## config.mk

```make
export PLATFORM = sky130hd
export DESIGN_NAME = alarm_ctrl
export DESIGN_NICKNAME = d
export VERILOG_FILES = /design/src/rtl/alarm_pkg.sv /design/src/rtl/hm_add.sv /design/src/rtl/alarm_ctrl.sv
export SDC_FILE = /design/constraint.sdc
export NUM_CORES = 1
export LEC_CHECK = 0
export BUFFER_PORTS_ARGS = -buffer_cell sky130_fd_sc_hd__buf_2
export CAP_MARGIN = 20
export CORE_MARGIN = 3
export CORE_UTILIZATION = 64
export CTS_BUF_LIST = sky130_fd_sc_hd__clkbuf_8
export DETAILED_ROUTE_END_ITERATION = 6
export GPL_TIMING_DRIVEN = 0
export HOLD_SLACK_MARGIN = 0.02
export PLACE_DENSITY = 0.88
export SYNTH_ARGS = -nofsm -noshare
export SYNTH_HDL_FRONTEND = slang
export SYNTH_SLANG_ARGS = --single-unit
```

## constraint.sdc

```tcl
create_clock -name i_clk -period 6.5 [get_ports i_clk]
set_clock_uncertainty 0.2 [all_clocks]
set_input_delay 0.325 -clock i_clk [delete_from_list [all_inputs] [get_ports i_clk]]
set_output_delay 0.325 -clock i_clk [all_outputs]
set_load 0.02 [all_outputs]
```

## src/rtl/alarm_pkg.sv

```systemverilog
// Shared types and constants for the alarm controller: FSM states, time limits
// and the encodings driven on the setting output.
package alarm_pkg;

  typedef enum logic [2:0] {IDLE, SET_H, SET_M, RING, SNOOZE} alm_state_t;

  localparam logic [4:0] HRS_MAX = 5'd23;
  localparam logic [5:0] MIN_MAX = 6'd59;

  localparam logic [1:0] SET_NONE = 2'b00;
  localparam logic [1:0] SET_HRS  = 2'b01;
  localparam logic [1:0] SET_MIN  = 2'b10;

endpackage

```

## src/rtl/hm_add.sv

```systemverilog
// Combinational hh:mm plus a minute offset; minutes wrap mod 60 with carry
// into hours, hours wrap mod 24. Offsets up to 63 can carry two hours.
module hm_add
  import alarm_pkg::*;
(
  input  logic [4:0] i_hrs,
  input  logic [5:0] i_min,
  input  logic [5:0] i_off,
  output logic [4:0] o_hrs,
  output logic [5:0] o_min
);

  logic [6:0] w_msum;
  logic [6:0] w_mrem;
  logic [1:0] w_carry;
  logic [5:0] w_hsum;
  logic [5:0] w_hwrap;

  assign w_msum = {1'b0, i_min} + {1'b0, i_off};

  always_comb begin
    w_carry = 2'd0;
    w_mrem  = w_msum;
    if (w_msum > 7'd119) begin
      w_carry = 2'd2;
      w_mrem  = w_msum - 7'd120;
    end else if (w_msum > {1'b0, MIN_MAX}) begin
      w_carry = 2'd1;
      w_mrem  = w_msum - 7'd60;
    end
  end

  assign w_hsum  = {1'b0, i_hrs} + {4'b0, w_carry};
  assign w_hwrap = w_hsum - 6'd24;
  assign o_min   = w_mrem[5:0];
  assign o_hrs   = (w_hsum > {1'b0, HRS_MAX}) ? w_hwrap[4:0] : w_hsum[4:0];

endmodule

```

## src/rtl/alarm_ctrl.sv

```systemverilog
// Alarm controller: programmable alarm time, ring/snooze/timeout sequencing
// against the live time from the timekeeper. Buzzer enable is registered.
module alarm_ctrl
  import alarm_pkg::*;
#(
  parameter int SNOOZE_MIN = 5,
  parameter int RING_SEC   = 60,
  parameter int MAX_SNOOZE = 3
) (
  input  logic       i_clk,
  input  logic       i_rst_n,
  input  logic       i_tick,
  input  logic [4:0] i_hrs,
  input  logic [5:0] i_min,
  input  logic [5:0] i_sec,
  input  logic       i_alm_en,
  input  logic       i_set_alm,
  input  logic       i_inc,
  input  logic       i_dec,
  input  logic       i_snooze,
  input  logic       i_stop,
  output logic [4:0] o_alm_hrs,
  output logic [5:0] o_alm_min,
  output logic       o_ringing,
  output logic [1:0] o_setting,
  output logic       o_snz_active
);

  localparam int SCW = $clog2(MAX_SNOOZE + 1);
  localparam logic [SCW-1:0] SNZ_LIMIT = SCW'(MAX_SNOOZE);
  localparam logic [7:0]     RING_LAST = 8'(RING_SEC - 1);
  localparam logic [5:0]     SNZ_OFF   = 6'(SNOOZE_MIN);

  function automatic logic [4:0] hrs_step(input logic [4:0] v, input logic up);
    if (up) return (v == HRS_MAX) ? 5'd0 : v + 5'd1;
    return (v == 5'd0) ? HRS_MAX : v - 5'd1;
  endfunction

  function automatic logic [5:0] min_step(input logic [5:0] v, input logic up);
    if (up) return (v == MIN_MAX) ? 6'd0 : v + 6'd1;
    return (v == 6'd0) ? MIN_MAX : v - 6'd1;
  endfunction

  alm_state_t     r_state, w_next;
  logic [4:0]     r_alm_hrs, w_alm_hrs, r_snz_hrs, w_tgt_hrs;
  logic [5:0]     r_alm_min, w_alm_min, r_snz_min, w_tgt_min;
  logic [SCW-1:0] r_snz_cnt, w_snz_cnt;
  logic [7:0]     r_ring_cnt, w_ring_cnt;
  logic           r_ringing, r_snz_active, w_snz_load;
  logic [1:0]     r_setting, w_setting;
  logic           w_on_min, w_alm_hit, w_snz_hit, w_step;

  hm_add u_snz_tgt (
    .i_hrs (i_hrs),
    .i_min (i_min),
    .i_off (SNZ_OFF),
    .o_hrs (w_tgt_hrs),
    .o_min (w_tgt_min)
  );

  assign w_on_min  = i_tick && (i_sec == 6'd0);
  assign w_alm_hit = w_on_min && i_alm_en && (i_hrs == r_alm_hrs) && (i_min == r_alm_min);
  assign w_snz_hit = w_on_min && (i_hrs == r_snz_hrs) && (i_min == r_snz_min);
  // inc and dec together cancel out
  assign w_step    = i_inc ^ i_dec;

  always_comb begin
    w_next     = r_state;
    w_alm_hrs  = r_alm_hrs;
    w_alm_min  = r_alm_min;
    w_snz_cnt  = r_snz_cnt;
    w_ring_cnt = r_ring_cnt;
    w_snz_load = 1'b0;
    case (r_state)
      IDLE: begin
        if (i_set_alm) w_next = SET_H;
        else if (w_alm_hit) begin
          w_next     = RING;
          w_ring_cnt = 8'd0;
        end
      end
      SET_H: begin
        if (i_set_alm)   w_next = SET_M;
        else if (w_step) w_alm_hrs = hrs_step(r_alm_hrs, i_inc);
      end
      SET_M: begin
        if (i_set_alm)   w_next = IDLE;
        else if (w_step) w_alm_min = min_step(r_alm_min, i_inc);
      end
      RING: begin
        if (!i_alm_en || i_stop) w_next = IDLE;
        else if (i_snooze) begin
          if (r_snz_cnt < SNZ_LIMIT) begin
            w_next     = SNOOZE;
            w_snz_load = 1'b1;
            w_snz_cnt  = r_snz_cnt + 1'b1;
          end else begin
            w_next = IDLE;
          end
        end else if (i_tick) begin
          if (r_ring_cnt == RING_LAST) w_next = IDLE;
          else                         w_ring_cnt = r_ring_cnt + 8'd1;
        end
      end
      SNOOZE: begin
        if (!i_alm_en || i_stop) w_next = IDLE;
        else if (w_snz_hit) begin
          w_next     = RING;
          w_ring_cnt = 8'd0;
        end
      end
      default: w_next = IDLE;
    endcase
    // snooze budget belongs to one alarm event; any return to IDLE ends it
    if (w_next == IDLE) w_snz_cnt = '0;
    w_setting = SET_NONE;
    if (w_next == SET_H) w_setting = SET_HRS;
    if (w_next == SET_M) w_setting = SET_MIN;
  end

  always_ff @(posedge i_clk or negedge i_rst_n) begin
    if (!i_rst_n) begin
      r_state      <= IDLE;
      r_alm_hrs    <= '0;
      r_alm_min    <= '0;
      r_snz_hrs    <= '0;
      r_snz_min    <= '0;
      r_snz_cnt    <= '0;
      r_ring_cnt   <= '0;
      r_ringing    <= 1'b0;
      r_setting    <= SET_NONE;
      r_snz_active <= 1'b0;
    end else begin
      r_state      <= w_next;
      r_alm_hrs    <= w_alm_hrs;
      r_alm_min    <= w_alm_min;
      r_snz_cnt    <= w_snz_cnt;
      r_ring_cnt   <= w_ring_cnt;
      r_ringing    <= (w_next == RING);
      r_setting    <= w_setting;
      r_snz_active <= (w_next == SNOOZE);
      if (w_snz_load) begin
        r_snz_hrs <= w_tgt_hrs;
        r_snz_min <= w_tgt_min;
      end
    end
  end

  assign o_alm_hrs    = r_alm_hrs;
  assign o_alm_min    = r_alm_min;
  assign o_ringing    = r_ringing;
  assign o_setting    = r_setting;
  assign o_snz_active = r_snz_active;

endmodule

```

==> impl_metrics.toml, run 1 <==
[worst_setup_path]
start_kind = "input pin"
reg2reg_depth = 8
path_class = "input pin to register"
worstReg2RegEnd = "r_ring_cnt[6]"
slowest_stage = "xnor2_1"
rrSetupSlack_ns = 3.83
r2r_start = "o_alm_min[2]"
required_ns = 6.51
critPathBufInv = 1
cp_max_fo = 8
cp_top_family = "compound AO/OA/AOI/OAI gates"
arrival_ns = 2.70
slowest_delay_ns = 0.36
cp-end-kind = "register"
crit_chain = "buf_2 -> ha_1 -> xnor2_1 -> o221ai_1 -> a21oi_1 -> ha_1 -> fa_1 -> nand3_1 -> nand2_1 -> xnor2_1 -> a21oi_1 -> o21ai_0"

[sta]
rsz0062_at_grt = "false"
relSlewSlack = 0.407
fmaxAchievable_mhz = 373
finalMaxSlewViolations = 0
tns_ns = 0
setup_viol = 0
worst_pin_slew_ns = 0.890
hold_violations = 0
fin_crit_sh = 0.413
period_minus_slack_ns = 2.68

[cts]
htree_levels = 2
cts_max_path_buffers = 2
postCtsSetupBuffers = 0
post_cts_resized = 0
hold_buffers = 1
numCtsBuffers = 5
clock_latency_ns = 0.30
clkSinkCount = 39
cts_tree = "yes"
clk_pin_slew_ns = 0.08
cts-root-buf = "clkbuf_8"

[logic_synthesis]
synth_edf_count = 0
ys_seq_area_frac = 0.348
synth_cell_types = 57
async_flop_share = 1.00
syn_area_per_cell_sq_um = 8.64
synth-main-ff-cell = "dfrtp_1"
ys_warn_count = 0
synthCells = 325
syn_area_sq_um = 2810
ys_ff_latch = 39

[placement]
place_congestion = 0.899
port_buffers = 35
dp_hpwl_um = 4670

[global_routing]
grt_max_degree = 40
antenna_found_initial = 0
grt_overflow = 0
grt_util_all_layers = 0.254
grt_pass1_wl_um = 10400
grt_pass1_vias = 2305

[drt]
wl_um = 6250
drc = 0
drtIter0Drc = 147
vias = 2544
wl_per_cell_um = 14.8
antenna_left = 0
via_per_inst = 6.04
first_pass_iters = 4

[die]
start_util = 0.682
dieArea_sq_um = 5220
ios = 41
die_y_um = 72.2
core_sq_um = 4120
die_x_um = 72.2
num_rows = 23

[hold_path]
whs_path_depth = 2
hold_start = "i_min[0]"
whs_endpoint = "r_snz_min[0]"
hp-class = "input pin to register"

[finish]
syn_to_final_growth_pct = 12.3
finalNetCount = 408
drive_above_1_share = 0.167
fin_util = 0.766
diodes = 0

[power]
powerDensity_nw_per_um2 = 371
power_mw = 1.17
p_leak_nw = 1.44
ir_drop_mv = 0.249

[flow_run]
cap_violations = 0

[status]
status = "completed"
layout by cell type, fill, tap and decap left out, drive strengths merged, types with 3 or more instances in the layout:
| cell | netlist | routed |
|---|---|---|
| nand2 | 34 | 34 |
| buf | 7 | 42 |
| ha | 11 | 11 |
| o31ai | 12 | 12 |
| nor3 | 8 | 8 |
| xnor2 | 20 | 20 |
| o21ai | 27 | 27 |
| nor2 | 22 | 22 |
| a31oi | 13 | 13 |
| nand2b | 8 | 8 |
| clkbuf | 16 | 21 |
| nand3 | 13 | 13 |
| and3b | 3 | 3 |
| xor2 | 13 | 13 |
| inv | 12 | 14 |
| nor2b | 3 | 3 |
| a22o | 3 | 3 |
| a21oi | 12 | 12 |
| and3 | 6 | 6 |
| nor4 | 3 | 3 |
| nand4 | 6 | 6 |
| dfrtp | 39 | 39 |
| nor3b | 3 | 3 |
cells in the mapped netlist (11+ instances only):
master	count	area, sq um
o21ai_0	27	135
xnor2_1	20	175
inv_1	12	45.0
nor2_1	22	82.6
a21oi_1	12	60.1
a31oi_1	13	81.3
nand3_1	12	60.1
xor2_1	11	96.3
clkbuf_1	16	60.1
nand2_1	34	128
o31ai_1	12	90.1
dfrtp_1	39	976
ha_1	11	138
stage by stage:
stage / cells / area [sq um] / hold WS (ns) / worst slack [ns]
after floorplan: 326 / 2810 / -0.171 / 3.91
after global placement: 411 / 3050 / 0.271 / 3.69
after detailed placement: 412 / 3060 / 0.283 / 3.61
after CTS: 421 / 3150 / 0.132 / 3.81
after global routing: 421 / 3150 / 0.143 / 3.64
final: 421 / 3150 / 0.140 / 3.82
where the power goes:
| group | internal (mW) | switching (mW) | total [mW] |
|---|---|---|---|
| Clock | 0.0722 | 0.0870 | 0.159 |
| Combinational | 0.246 | 0.376 | 0.621 |
| Sequential | 0.322 | 0.0649 | 0.387 |
worst max-delay path by stage:
stage / to / cells past startpoint / from
after detailed placement: r_snz_hrs[3] / 12 / i_min[0]
after global routing: r_snz_hrs[3] / 12 / i_min[0]
after CTS: r_ring_cnt[6] / 8 / o_alm_min[2]
after global placement: r_snz_hrs[3] / 12 / i_min[0]
final: r_snz_hrs[3] / 12 / i_min[0]
after floorplan: r_ring_cnt[6] / 8 / o_alm_min[2]
metal layers:
layer | wire (um) | up-vias | GRT usage
met2 | 2910 | 104 | 0.416
met5 | 0 | - | 0
met1 | 2880 | 1184 | 0.336
li1 | - | 1248 | -
met4 | 80 | 0 | 0.0814
met3 | 382 | 8 | 0.0526
kinds of logic after synthesis:
family	count (synthesis)	share of synthesized area
AOI/OAI and AO/OA	82	0.188
xor gates and xnor gates	33	0.108
adders and majority gates	12	0.0561
buffers and inverters	35	0.0593
DFF	39	0.348
muxes	2	0.00758
other	1	0.00134
and+or+nand+nor	121	0.232
sequential cells by signal, indices dropped and copies added (netlist names):
register,cells
r_snz_cnt,2
o_alm_hrs,5
r_ring_cnt,8
o_ringing,1
r_state,3
r_snz_min,6
o_snz_active,1
o_setting,2
o_alm_min,6
r_snz_hrs,5
area by class of cell:
type,instances,area (sq um)
clock inverters,3,12.5
well taps,50,62.6
multi-input cells,252,1670
fillers,298,963
plain buffers,23,121
clock buffers,5,68.8
inverters,12,45.0
flip-flops and latches,39,976
repair buffers,37,196
Power figures use the tool's default switching activity.
==> inputs of run 2 (changes only) <==
- CORE_UTILIZATION: 64 -> 59
- PLACE_DENSITY: 0.88 -> 0.82
- clock period: 6.5 -> 2.7 ns (I/O delays scaled with it)
==> impl_metrics.toml, run 2 (same netlist as run 1, synthesis figures left out) <==
[finish]
final_cell_mix = "39 x dfrtp_1, 37 x buf_2, 34 x nand2_1"
fillCellCount = 363
top_register = "r_ring_cnt"
largest_reg_flops = 8
drive_above_1_share = 0.168
stdcell_count = 422
finalNetCount = 407
diodes = 0
syn_to_final_growth_pct = 12.4
mostFrequentLayoutCell = "dfrtp_1"

[drt]
vias = 2613
wl_per_cell_um = 16.0
drtIter0Drc = 271
wl_um = 6730
antenna_left = 0
via_per_inst = 6.19
drc = 0
first_pass_iters = 5

[sta]
fin_crit_sh = 0.941
tns_ns = 0
finalMaxSlewViolations = 0
hold_violations = 0
setup_viol = 0
relSlewSlack = 0.412
rsz0062_at_grt = "false"
period_minus_slack_ns = 2.54
worst_pin_slew_ns = 0.883
fmaxAchievable_mhz = 394

[worst_setup_path]
cp_max_fo = 9
path_class = "register to register"
cp-end-kind = "register"
arrival_ns = 2.51
start_kind = "register"
required_ns = 2.67

[power]
powerDensity_nw_per_um2 = 890
p_switching_mw = 1.28
p_seq_frac = 0.352
clockPowerShare = 0.133
internal_power_mw = 1.53
ir_drop_mv = 0.531
pwr-share-comb = 0.515
p_leak_nw = 1.44
sw_frac_of_total = 0.454

[global_routing]
grt_overflow = 0
antenna_found_initial = 0
grt_max_degree = 40
grt_pass1_wl_um = 11200
grt_util_all_layers = 0.258
grt_pass1_vias = 2409

[status]
status = "completed"

[placement]
dpl.cell_count = 414
port_buffers = 35
place_congestion = 0.911
dp_hpwl_um = 4870

[die]
die_y_um = 75.0
start_util = 0.628
num_rows = 24
ios = 41
core_sq_um = 4470
die_x_um = 75.0
dieArea_sq_um = 5620

[cts]
clkSinkCount = 39
clk_pin_slew_ns = 0.07
cts_max_path_buffers = 2
htree_levels = 2
clock_latency_ns = 0.29
cts-root-buf = "clkbuf_8"
numCtsBuffers = 5
postCtsSetupBuffers = 0
cts_tree = "yes"

[hold_path]
hp-class = "input pin to register"

[flow_run]
cap_violations = 0
[run 2: stage by stage]
stage	util	worst slack (ns)	hold WS (ns)	area (sq um)	power [mW]
after global placement	0.682	0.0586	0.104	3050	2.37
after global routing	0.706	0.00195	0.0540	3160	3.04
after CTS	0.708	0.0552	0.0264	3170	2.83
after detailed placement	0.683	0.0657	0.108	3060	2.44
final	0.706	0.159	0.0305	3160	2.81
after floorplan	-	0.112	-0.361	2810	2.04
[run 2: cell type report]
cell class                 count  area, sq um  area share
multi-input combinational    252         1670       0.529
sequential                    39          976       0.309
timing repair buffer          39          210      0.0666
buffer                        20          110      0.0349
clock buffer                   5         68.8      0.0218
tap                           52         65.1      0.0206
inverter                      12         45.0      0.0143
clock inverter                 3         12.5     0.00396
[run 2: worst max-delay path, cell delays in order, from the launching register on]
cell,delay (ns)
dfrtp_1,0.36
clkbuf_1,0.35
o22ai_1,0.14
or4_1,0.53
o31a_1,0.30
buf_4,0.17
o31ai_1,0.26
o41ai_2,0.11
[run 2: path summary, 6_finish.rpt]
| path | startpoint | to | slack (ns) | cells past startpoint |
|---|---|---|---|---|
| min reg2reg | r_ring_cnt[7] | r_ring_cnt[7] | 0.30 | 1 |
| max | o_alm_min[3] | r_ring_cnt[6] | 0.16 | 7 |
| max reg2reg | o_alm_min[3] | r_ring_cnt[6] | 0.16 | 7 |
| min | i_hrs[0] | r_snz_hrs[0] | 0.03 | 4 |
| min in group asynchronous | i_rst_n | r_snz_min[4] | 0.31 | 2 |
| max in group asynchronous | i_rst_n | r_snz_hrs[4] | 1.44 | 2 |
[run 2: timing repair]
| action | 4_1_cts | 5_1_grt |
|---|---|---|
| hold buffers | 3 | 0 |
| hold endpoints to repair | 42 | 0 |
| resized for setup | 0 | 0 |
| setup endpoints to repair | 0 | 8 |
[run 2: routing by layer]
metal,global-route usage,vias to the layer above,wire (um)
met4,0.0672,0,71
met5,0,-,0
met1,0.333,1242,2960
li1,-,1252,-
met3,0.0547,12,402
met2,0.440,107,3300
[run 2: power groups by stage]
stage | Sequential, mW | Clock [mW] | Combinational (mW)
3_3_place_gp | 0.932 | 0 | 1.44
6_report | 0.988 | 0.375 | 1.45
2_1_floorplan | 1.04 | 0 | 1.00
3_5_place_dp | 0.944 | 0 | 1.49
4_1_cts | 0.935 | 0.387 | 1.50
5_1_grt | 1.02 | 0.416 | 1.60
